### src/rtl/uart_rx_if.sv
// uart_rx_if: pin/strobe bundle between the UART receiver and its neighbours.
//   tick         : 1-clk enable at NUM_TICKS x baud from the baud generator
//   rx_bit       : serial line, idle high, asynchronous to clk
//   data_out     : last correctly framed byte
//   rx_done_tick : 1-clk pulse, data_out just updated
//   frame_err    : 1-clk pulse, stop bit sampled low
// master drives tick/rx_bit and consumes the results; slave is the receiver.
interface uart_rx_if #(
  parameter int NBIT_DATA = 8
);
  logic                 tick;
  logic                 rx_bit;
  logic [NBIT_DATA-1:0] data_out;
  logic                 rx_done_tick;
  logic                 frame_err;

  modport master (output tick, rx_bit, input data_out, rx_done_tick, frame_err);
  modport slave  (input tick, rx_bit, output data_out, rx_done_tick, frame_err);
endinterface

### src/rtl/uart_rx.sv
// uart_rx: 16x-oversampled UART receiver (start, NBIT_DATA data LSB-first, 1 stop).
//   clk   : system clock, all logic on posedge
//   reset : synchronous, active-high
//   bus   : uart_rx_if.slave (tick, rx_bit in; data_out, rx_done_tick, frame_err out)
// The line is resynchronised by two flops; the FSM only advances on tick and
// samples each bit at its centre by counting half a bit from the start edge,
// then a whole bit per data/stop bit.
module uart_rx #(
  parameter int NBIT_DATA     = 8,
  parameter int LEN_DATA      = 3,
  parameter int NUM_TICKS     = 16,
  parameter int LEN_NUM_TICKS = 4
) (
  input  logic     clk,
  input  logic     reset,
  uart_rx_if.slave bus
);

  localparam logic [LEN_NUM_TICKS-1:0] TICK_HALF = LEN_NUM_TICKS'(NUM_TICKS/2 - 1);
  localparam logic [LEN_NUM_TICKS-1:0] TICK_LAST = LEN_NUM_TICKS'(NUM_TICKS - 1);
  localparam logic [LEN_DATA-1:0]      BIT_LAST  = LEN_DATA'(NBIT_DATA - 1);

  typedef enum logic [1:0] {IDLE, START, DATA, STOP} state_e;

  state_e                   state_q, state_d;
  logic [LEN_NUM_TICKS-1:0] tick_cnt_q, tick_cnt_d;
  logic [LEN_DATA-1:0]      num_bits_q, num_bits_d;
  logic [NBIT_DATA-1:0]     shift_q, shift_d;
  logic [NBIT_DATA-1:0]     dout_q, dout_d;
  logic                     done_q, done_d;
  logic                     ferr_q, ferr_d;
  logic [1:0]               sync_q, sync_d;
  logic                     rx_s;

  // Synchroniser resets to 1 so a reset never looks like a start edge.
  assign rx_s = sync_q[1];

  always_ff @(posedge clk) begin
    if (reset) begin
      state_q    <= IDLE;
      tick_cnt_q <= '0;
      num_bits_q <= '0;
      shift_q    <= '0;
      dout_q     <= '0;
      done_q     <= 1'b0;
      ferr_q     <= 1'b0;
      sync_q     <= 2'b11;
    end else begin
      state_q    <= state_d;
      tick_cnt_q <= tick_cnt_d;
      num_bits_q <= num_bits_d;
      shift_q    <= shift_d;
      dout_q     <= dout_d;
      done_q     <= done_d;
      ferr_q     <= ferr_d;
      sync_q     <= sync_d;
    end
  end

  always_comb begin
    sync_d     = {sync_q[0], bus.rx_bit};
    state_d    = state_q;
    tick_cnt_d = tick_cnt_q;
    num_bits_d = num_bits_q;
    shift_d    = shift_q;
    dout_d     = dout_q;
    // Strobes default low so each lasts exactly one clk.
    done_d     = 1'b0;
    ferr_d     = 1'b0;
    if (bus.tick) begin
      unique case (state_q)
        IDLE: begin
          if (!rx_s) begin
            state_d    = START;
            tick_cnt_d = '0;
          end
        end
        START: begin
          // Mid start bit: still low means a real frame, high means a glitch.
          if (tick_cnt_q == TICK_HALF) begin
            tick_cnt_d = '0;
            num_bits_d = '0;
            state_d    = rx_s ? IDLE : DATA;
          end else begin
            tick_cnt_d = tick_cnt_q + 1'b1;
          end
        end
        DATA: begin
          if (tick_cnt_q == TICK_LAST) begin
            shift_d    = {rx_s, shift_q[NBIT_DATA-1:1]};
            tick_cnt_d = '0;
            if (num_bits_q == BIT_LAST) state_d = STOP;
            else                        num_bits_d = num_bits_q + 1'b1;
          end else begin
            tick_cnt_d = tick_cnt_q + 1'b1;
          end
        end
        STOP: begin
          // Leave at mid-stop: the remaining half bit is the window for the
          // next start edge, so back-to-back frames need no idle gap.
          if (tick_cnt_q == TICK_LAST) begin
            state_d    = IDLE;
            tick_cnt_d = '0;
            num_bits_d = '0;
            if (rx_s) begin
              dout_d = shift_q;
              done_d = 1'b1;
            end else begin
              ferr_d = 1'b1;
            end
          end else begin
            tick_cnt_d = tick_cnt_q + 1'b1;
          end
        end
        default: begin
          state_d    = IDLE;
          tick_cnt_d = '0;
          num_bits_d = '0;
        end
      endcase
    end
  end

  assign bus.data_out     = dout_q;
  assign bus.rx_done_tick = done_q;
  assign bus.frame_err    = ferr_q;

endmodule

### src/flat_wrapper.sv
// flat-port wrapper written by rule: the top's interface ports become plain ports
module uart_rx_flat 
#(
  parameter int NBIT_DATA     = 8,
  parameter int LEN_DATA      = 3,
  parameter int NUM_TICKS     = 16,
  parameter int LEN_NUM_TICKS = 4
)
  (clk, reset, bus_tick, bus_rx_bit, bus_data_out, bus_rx_done_tick, bus_frame_err);
  uart_rx_if #(.NBIT_DATA(NBIT_DATA)) bus_i ();
  input  logic clk;
  input  logic reset;
  input wire logic [$bits(bus_i.tick)-1:0] bus_tick;
  input wire logic [$bits(bus_i.rx_bit)-1:0] bus_rx_bit;
  output wire logic [$bits(bus_i.data_out)-1:0] bus_data_out;
  output wire logic [$bits(bus_i.rx_done_tick)-1:0] bus_rx_done_tick;
  output wire logic [$bits(bus_i.frame_err)-1:0] bus_frame_err;
  assign bus_i.tick = bus_tick;
  assign bus_i.rx_bit = bus_rx_bit;
  assign bus_data_out = bus_i.data_out;
  assign bus_rx_done_tick = bus_i.rx_done_tick;
  assign bus_frame_err = bus_i.frame_err;
  uart_rx #(.NBIT_DATA(NBIT_DATA), .LEN_DATA(LEN_DATA), .NUM_TICKS(NUM_TICKS), .LEN_NUM_TICKS(LEN_NUM_TICKS)) u_core (.clk(clk), .reset(reset), .bus(bus_i));
endmodule
### config.mk
export PLATFORM = sky130hd
export DESIGN_NAME = uart_rx_flat
export DESIGN_NICKNAME = d
export VERILOG_FILES = /design/src/rtl/uart_rx_if.sv /design/src/rtl/uart_rx.sv /design/src/flat_wrapper.sv
export SDC_FILE = /design/constraint.sdc
export NUM_CORES = 1
export LEC_CHECK = 0
export CORE_ASPECT_RATIO = 1.1
export CORE_MARGIN = 2
export CORE_UTILIZATION = 48
export DETAILED_ROUTE_END_ITERATION = 7
export PLACE_DENSITY = 0.69
export SYNTH_ARGS = -nofsm -noshare
export SYNTH_HDL_FRONTEND = slang
export SYNTH_SLANG_ARGS = --single-unit
### constraint.sdc
create_clock -name clk -period 1.9 [get_ports clk]
set_input_delay 0.38 -clock clk [delete_from_list [all_inputs] [get_ports clk]]
set_output_delay 0.38 -clock clk [all_outputs]
set_load 0.02 [all_outputs]
==> results.toml <==
[status]
outcome = "complete, no violations"

[critical_path]
path_cells = "clkdlybuf4s50_1"
worstPathBufferInverterCount = 1
cp.required_ns = 1.52
crit_cells = 1
reg2regPathDepth = 4
arrival_ns = 1.29
crit_path_max_fanout = 2
cp_top_family = "buffers and inverters"
critPathSlowestCell = "clkdlybuf4s50_1"
critPathCaptureType = "primary output"
max_stage_delay_ns = 0.61
worst_setup_path_start_kind = "register"
worstSetupPathType = "reg2out"

[synth]
synth_area_um2 = 1310
ys_ff_latch = 29
syn_area_per_cell_um2 = 8.87
ys_warn_count = 0
seq_area_frac_synth_pct = 44.2
ys_types = 37
synth_nets = 155
synth_cells = 148

[timing]
setup_tns_ns = 0
finalHoldViolCount = 0
finClkSkew_ns = 0.00756
max_slew.worst_pin.slew_ns = 0.430
finalCriticalPeriod_ns = 1.67
slew_viol_final = 0
max_freq_mhz = 600
setup-violations-final = 0
slew_headroom_pct = 71.3
finalCritPeriodShare_pct = 87.7
holdWs_ns = 0.414
rsz0062_at_grt = "false"

[route]
ant_nets = 0
drt-pass1-iter-count = 4
vias = 1117
drcViolationCount = 0
wl_um = 2670
met2_wirelength_um = 1120
drt_iter0_drc = 29
viasPerCell = 5.85
top_layer = "met4"
drt-met1-wl_um = 1380
met3WireLength_um = 102
routedWlPerCell_um = 14.0

[global_routing]
antenna_found_initial = 0
grt_first_pass_wirelength_um = 4350
overflow = 0
grtUsageTotal_pct = 19.1
grt_max_degree = 27
grt_pass1_vias = 924

[cts]
h-tree-depth = 2
clockBufferDepth = 2
post_cts_buffers = 0
clkTransAtPathRegs_ns = 0.09
cts_inserted_buffers = 5
clock-sinks = 29
root_buffer = "clkbuf_4"
clock_insertion_delay_worst_skew_ns = 0.33
cts_tree = "yes"
cts_hold_buf = 0
post_cts_resized = 0

[placed_design]
dpl.hpwl_um = 1790
io_buffers = 13
placed_area_um2 = 1470
place_congestion = 0.804

[power_and_ir_drop]
irDropWorstVdd_v = 0.000633
p_per_area_nw_per_um2 = 667
p_sw_share_pct = 24.2
total_power_mw = 1.01
power_frac_comb_pct = 3.7
total_leakage_power_nw = 0.517
p_switching_mw = 0.245
p_clk_share_pct = 35.5
intPower_mw = 0.769
p_seq_share_pct = 60.8

[final_layout]
layout-drive-gt1-share_pct = 10.0
mostFrequentLayoutCells = "29 x dfxtp_1, 21 x a21oi_1, 14 x o21ai_0"
final_common_cell = "dfxtp_1"
final_area_um2 = 1520
layout.nets = 166
syn_to_final_growth_pct = 15.7
n_antenna_cell = 0

[die]
coreArea_um2 = 2540
ios = 14
dieHeight_um = 58.8
die_w_um = 53.9
rows = 19
initial_core_util_pct = 51.6
dieArea_um2 = 3170

[flow_run]
drv_cap = 0

[worst_hold_path]
hold_depth = 1
hp-class = "reg2reg"
## metal layers
layer | track usage [%] | vias to the layer above
met2 | 25.8 | 23
met5 | 0 | -
met4 | 12.1 | 0
met3 | 5.33 | 8
li1 | - | 575
met1 | 26.5 | 511
## worst paths after layout
| kind | startpoint | endpoint | slack (ns) |
|---|---|---|---|
| hold / removal | u_core.sync_q[0] | u_core.sync_q[1] | 0.41 |
| setup reg to reg | u_core.tick_cnt_q[0] | register | 0.36 |
| setup / recovery | u_core.bus.data_out[3] | bus_data_out[3] | 0.23 |
| hold reg to reg | u_core.sync_q[0] | u_core.sync_q[1] | 0.41 |
## cell type report
cell class | count | area, um^2
clock buffers | 6 | 41.3
flip-flops and latches | 29 | 581
repair buffers | 18 | 180
inverters | 3 | 11.3
clock inverters | 2 | 10.0
well taps | 31 | 38.8
multi-input cells | 102 | 657
fillers | 221 | 1020
## synthesized netlist by cell type, drive strengths merged
| cell | instances | area [um^2] |
|---|---|---|
| o21ai | 15 | 75.1 |
| a311o | 2 | 20.0 |
| xor2 | 1 | 8.76 |
| or4 | 1 | 7.51 |
| and2 | 1 | 6.26 |
| nor2 | 1 | 3.75 |
| xnor2 | 1 | 8.76 |
| a21oi | 21 | 105 |
| mux2i | 1 | 10.0 |
| o2bb2ai | 3 | 26.3 |
| and3 | 1 | 6.26 |
| nor4 | 3 | 25.0 |
| nand2 | 1 | 3.75 |
| nand4 | 9 | 62.6 |
| o211a | 1 | 10.0 |
| clkbuf | 7 | 26.3 |
| nand3b | 2 | 15.0 |
| and4 | 1 | 8.76 |
| nand3 | 11 | 55.1 |
| buf | 7 | 37.5 |
| clkinv | 1 | 3.75 |
| and3b | 1 | 8.76 |
| dfxtp | 29 | 581 |
| a21o | 1 | 7.51 |
| o31ai | 8 | 60.1 |
| nor2b | 3 | 18.8 |
| nand2b | 4 | 25.0 |
| o22ai | 1 | 6.26 |
| or2 | 2 | 12.5 |
| inv | 2 | 7.51 |
| nor3b | 2 | 15.0 |
| o211ai | 1 | 7.51 |
| ha | 3 | 37.5 |
## stage by stage
| step | setup slack (ns) | util [%] | cells |
|---|---|---|---|
| 2_1_floorplan | 0.512 | - | 148 |
| 3_3_place_gp | 0.177 | 57.7 | 183 |
| 3_5_place_dp | 0.148 | 57.7 | 183 |
| 4_1_cts | 0.214 | 59.7 | 191 |
| 5_1_grt | 0.184 | 59.7 | 191 |
| 6_report | 0.233 | 59.7 | 191 |
## power groups by stage
| stage | clock, mW | sequential [mW] | combinational [mW] |
|---|---|---|---|
| 2_1_floorplan | 0 | 0.626 | 0.0246 |
| 3_5_place_dp | 0 | 0.630 | 0.0368 |
| 5_1_grt | 0.388 | 0.617 | 0.0406 |
| 3_3_place_gp | 0 | 0.630 | 0.0368 |
| 6_report | 0.360 | 0.616 | 0.0372 |
| 4_1_cts | 0.369 | 0.616 | 0.0370 |
## sequential cells by signal, summed over array words and instances (netlist names), named ones only
register and cells:
u_core.bus.frame_err 1, u_core.shift_q 8, u_core.tick_cnt_q 4, u_core.sync_q 2, u_core.bus.data_out 8, u_core.bus.rx_done_tick 1, u_core.state_q 1, u_core.num_bits_q 3
## cells by family after synthesis
family | share of synthesized area, %
AOI/OAI and AO/OA | 24.2
xor gates and xnor gates | 1.33
adders and majority gates | 2.86
buffers and inverters | 5.72
DFF | 44.2
muxes | 0.763
and+or+nand+nor | 20.9
No activity file was read; power rests on OpenSTA's default activity.
